[src/rtl/vout_fpdlink_enc_if.sv]
// vout_fpdlink_enc_if: pixel-pair video in, 42-bit FPD-Link serializer word out.
interface vout_fpdlink_enc_if;
    logic        v_vsync;
    logic        v_hsync;
    logic        v_de;
    logic [47:0] v_pixel;
    logic        v_valid;
    logic [41:0] dout;
    logic        tx_active;
    modport master (output v_vsync, v_hsync, v_de, v_pixel, v_valid, input dout, tx_active);
    modport slave (input v_vsync, v_hsync, v_de, v_pixel, v_valid, output dout, tx_active);
endinterface

[src/rtl/vout_fpdlink_enc.sv]
// vout_fpdlink_enc: dual-link FPD-Link I encoder, RGB888 pixel pairs to a 42-bit word, idle until vsync.
// Define VOUT_FPDLINK_DITHER_EN for 2x2 ordered temporal dither; otherwise colour is truncated.
module vout_fpdlink_enc (
    input logic               clk,
    input logic               rst,
    vout_fpdlink_enc_if.slave vif
);
    typedef enum logic {S_WAIT, S_RUN} state_t;
    state_t      state;
    logic        s1_vsync, s1_hsync, s1_de, s1_valid, s1_vsync_q;
    logic [47:0] s1_pixel;
    logic        vs_rise, live;
    logic [5:0]  c6 [6];
    logic [41:0] word;
    assign vs_rise = s1_vsync & ~s1_vsync_q;
    assign live = s1_valid & ((state == S_RUN) | vs_rise);
`ifdef VOUT_FPDLINK_DITHER_EN
    logic [1:0] frame_cnt;
    logic       line_par, s1_de_q;
    always_ff @(posedge clk) begin
        if (rst) begin
            frame_cnt <= '0;
            line_par <= 1'b0;
            s1_de_q <= 1'b0;
        end else begin
            s1_de_q <= s1_de;
            frame_cnt <= frame_cnt + {1'b0, vs_rise};
            line_par <= vs_rise ? 1'b0 : (s1_de_q & ~s1_de) ? ~line_par : line_par;
        end
    end
`endif
    // channel i: 0..2 = R/G/B even, 3..5 = R/G/B odd; sum kept at 9 bits so 255+3 saturates
    for (genvar i = 0; i < 6; i++) begin : g_red
        logic [1:0] t;
        logic [6:0] sh;
`ifdef VOUT_FPDLINK_DITHER_EN
        logic [1:0] idx;
        assign idx = {line_par, 1'(i / 3)} + frame_cnt;
        assign t = (idx == 2'd0) ? 2'd0 : (idx == 2'd1) ? 2'd2 : (idx == 2'd2) ? 2'd3 : 2'd1;
`else
        assign t = 2'd0;
`endif
        assign sh = 7'(({1'b0, s1_pixel[47 - 8*i -: 8]} + {7'd0, t}) >> 2);
        assign c6[i] = sh[6] ? 6'h3F : sh[5:0];
    end
    assign word = {c6[4][0], c6[3], c6[5][1:0], c6[4][5:1], s1_de, s1_vsync, s1_hsync, c6[5][5:2],
                   c6[1][0], c6[0], c6[2][1:0], c6[1][5:1], s1_de, s1_vsync, s1_hsync, c6[2][5:2]};
    always_ff @(posedge clk) begin
        if (rst) begin
            s1_vsync <= 1'b0;
            s1_hsync <= 1'b0;
            s1_de <= 1'b0;
            s1_valid <= 1'b0;
            s1_vsync_q <= 1'b0;
            s1_pixel <= '0;
            state <= S_WAIT;
            vif.dout <= '0;
            vif.tx_active <= 1'b0;
        end else begin
            s1_vsync <= vif.v_vsync;
            s1_hsync <= vif.v_hsync;
            s1_de <= vif.v_de;
            s1_valid <= vif.v_valid;
            s1_vsync_q <= s1_vsync;
            s1_pixel <= vif.v_pixel;
            state <= !s1_valid ? S_WAIT : vs_rise ? S_RUN : state;
            vif.dout <= live ? word : '0;
            vif.tx_active <= live;
        end
    end
endmodule

[src/flat_wrapper.sv]
// flat-port wrapper written by rule: the top's interface ports become plain ports
module vout_fpdlink_enc_flat 
  (clk, rst, vif_v_vsync, vif_v_hsync, vif_v_de, vif_v_pixel, vif_v_valid, vif_dout, vif_tx_active);
  vout_fpdlink_enc_if vif_i ();
  input logic clk;
  input logic rst;
  input wire logic [$bits(vif_i.v_vsync)-1:0] vif_v_vsync;
  input wire logic [$bits(vif_i.v_hsync)-1:0] vif_v_hsync;
  input wire logic [$bits(vif_i.v_de)-1:0] vif_v_de;
  input wire logic [$bits(vif_i.v_pixel)-1:0] vif_v_pixel;
  input wire logic [$bits(vif_i.v_valid)-1:0] vif_v_valid;
  output wire logic [$bits(vif_i.dout)-1:0] vif_dout;
  output wire logic [$bits(vif_i.tx_active)-1:0] vif_tx_active;
  assign vif_i.v_vsync = vif_v_vsync;
  assign vif_i.v_hsync = vif_v_hsync;
  assign vif_i.v_de = vif_v_de;
  assign vif_i.v_pixel = vif_v_pixel;
  assign vif_i.v_valid = vif_v_valid;
  assign vif_dout = vif_i.dout;
  assign vif_tx_active = vif_i.tx_active;
  vout_fpdlink_enc u_core (.clk(clk), .rst(rst), .vif(vif_i));
endmodule
[config.mk]
export PLATFORM = sky130hd
export DESIGN_NAME = vout_fpdlink_enc_flat
export DESIGN_NICKNAME = d
export VERILOG_FILES = /design/src/rtl/vout_fpdlink_enc_if.sv /design/src/rtl/vout_fpdlink_enc.sv /design/src/flat_wrapper.sv
export SDC_FILE = /design/constraint.sdc
export NUM_CORES = 1
export LEC_CHECK = 0
export CORE_MARGIN = 2
export CORE_UTILIZATION = 44
export CTS_CLUSTER_DIAMETER = 200
export DETAILED_ROUTE_END_ITERATION = 8
export PLACE_DENSITY_LB_ADDON = 0.08
export SYNTH_ARGS = -nofsm -noshare
export SYNTH_HDL_FRONTEND = slang
export SYNTH_SLANG_ARGS = --single-unit
[constraint.sdc]
create_clock -name clk -period 1.08 [get_ports clk]
set_input_delay 0.216 -clock clk [delete_from_list [all_inputs] [get_ports clk]]
set_output_delay 0.216 -clock clk [all_outputs]
set_load 0.01 [all_outputs]
==> impl_metrics.yaml <==
run_status:
  status: "completed"
critical_path:
  end_kind: "primary output"
  cp_cell_sequence: "buf_2"
  cp_num_buf_inv: 1
  crit_path_start_kind: "register"
  slowest_stage: "dfxtp_2"
  crit_fanout: 2
  critPathTopFamily: "flip-flops"
  critical_path_class: "register to primary output"
  crit_arrival_ns: 0.79
  critPathMaxStageDelay_ns: 0.32
  crit_required_ns: 0.86
clock_tree:
  clockRootBuffer: "clkbuf_8"
  insertion_delay_ns: 0.34
  clkTransAtPathRegs_ns: 0.08
  cts.hold.buffers_added: 0
  cts_buffer_depth: 2
  cts.sinks: 82
  numCtsBuffers: 9
  htree_levels: 3
  cts_tree: "built"
grt:
  grt_pass1_wl_mm: 7.20
  first_global_vias: 1579
  antenna_found_initial: 0
  grt_start_max_net_pins: 22
  gr-usage-all-layers_pct: 14.7
  overflow: 0
routing:
  vias_per_cell: 4.41
  vias: 1730
  drt_iter0_markers: 48
  wl_per_cell_um: 11.9
  dr.pass1.iters: 2
  route.detailed.drc: 0
  ant_nets: 0
  drt_wl_total_mm: 4.65
yosys:
  ys_seq_elements: 82
  ys_warn_count: 0
  yosys-top-cells-count: "dfxtp_1, inv_1, nor2b_1"
  syn_inst: 226
  synth.area.top_cells: "dfxtp_1, a211oi_2, nor2b_1"
  ys_seq_area_share_pct: 60.8
  ys_async_sr_fraction_pct: 0
  yosysMostFrequentCell: "dfxtp_1"
  synth_nets: 280
  synth_top_cell_by_area: "dfxtp_1"
  synth_top_area_share_pct: 60.8
  syn_area_mm2: 0.00270
  synth_ff_type: "dfxtp_1"
  ys_types: 12
  avgSynthCellArea_um2: 11.9
  synth_enable_flop_cells: 0
run:
  cap_violations: 0
sta:
  rsz0062_at_grt: "false"
  fin_crit_sh_pct: 93.1
  tightestPinTransition_ns: 0.222
  fin_hold_ws_ns: 0.318
  final_hold_viol_count: 0
  layout_min_cycle_time_ns: 1.01
  fmax_ghz: 0.994
  maxSlewViolCount: 0
  layout_setup_ws_ns: 0.0741
  finalSetupTns_ns: 0
  skew_ns: 0.00604
  slew_headroom_pct: 85.2
  setup_violations: 0
floorplanning:
  fp.dieW_um: 82.3
  dieHeight_um: 82.3
  die-area_mm2: 0.00678
  core_area_mm2: 0.00592
  num_rows: 28
  start_util_pct: 45.6
  ios: 97
placement:
  dp_slack_ns: 0.00238
  placed_cell_area_mm2: 0.00366
  dp_hpwl_mm: 3.19
  portBuffers: 84
  gp_congestion: 0.686
  numPlacedInstances: 377
power:
  leakage_nw: 1.49
  ir_drop_v: 0.000936
  powerDensity_mw_per_mm2: 1510
  finalPower_mw: 5.49
finish:
  fin_cells: 392
  design_area_mm2: 0.00362
  n_antenna_cell: 0
  final_core_util_pct: 61.2
  fin_nets: 367
  area_growth_pct: 34.1
  drive_gt1_share_pct: 36.3
hold_path:
  hold_path_class: "input pin to register"
==> report_power, final <==
group / switching (mW) / internal, mW
sequential: 0.0247 / 3.11
combinational: 0.182 / 0.244
clock: 0.984 / 0.938
total: 1.19 / 4.29
==> flip-flops by register name (all words and copies together), names as in the netlist <==
name / flops
u_core.s1_valid: 1
u_core.s1_vsync: 1
u_core.s1_hsync: 1
u_core.s1_de: 1
u_core.vif.dout: 39
u_core.s1_vsync_q: 1
u_core.s1_pixel: 36
u_core.state: 1
u_core.vif.tx_active: 1
==> path summary, 6_finish.rpt <==
check | from | end | slack (ns) | cells past startpoint
max | u_core.vif.dout[26] | vif_dout[26] | 0.07 | 1
min | rst | u_core.s1_pixel[5] | 0.32 | 3
max reg2reg | u_core.s1_vsync_q | u_core.vif.dout[32] | 0.11 | 3
min reg2reg | u_core.s1_pixel[13] | u_core.vif.dout[30] | 0.41 | 2
==> kinds of logic (layout without fill, tap and decap cells) <==
group / Yosys count / count (layout) / synth area share (%)
flops: 82 / 82 / 60.8
buf+inv: 60 / 151 / 10.5
simple gates: 43 / 43 / 10.4
compound gates: 41 / 41 / 18.3
==> placed cells by master, fill, tap and decap left out, drive strengths merged <==
| cell type | count |
|---|---|
| clkinv | 3 |
| a21oi | 2 |
| nor2b | 40 |
| a211oi | 39 |
| nor2 | 1 |
| nand2b | 2 |
| clkdlybuf4s50 | 40 |
| dfxtp | 82 |
| buf | 56 |
| inv | 40 |
| clkbuf | 12 |
==> cell type report <==
| type | count | area (um2) |
|---|---|---|
| repair buffers | 96 | 786 |
| inverters | 40 | 150 |
| clock buffers | 12 | 155 |
| well taps | 75 | 93.8 |
| flip-flops and latches | 82 | 1650 |
| multi-input cells | 84 | 774 |
| clock inverters | 3 | 15.0 |
| fillers | 518 | 2300 |
==> worst register-to-register path, stage by stage (launching register included) <==
cell      delay (ns)
dfxtp_1         0.32
nand2b_4        0.18
buf_12          0.17
a211oi_2        0.22
==> repair_timing <==
item,in CTS,in global routing
buffers inserted,0,0
setup endpoints to repair,43,0
gates resized for setup,176,0
==> per-layer routing <==
metal	wire (um)	part of all wire [%]	track usage, %
met5	0	0	0
met1	1930	41	17.5
met3	335	7.2	4.46
met2	2280	49	22.8
met4	111	2.4	9.50
Note: power is estimated with default switching activity, not from simulation.
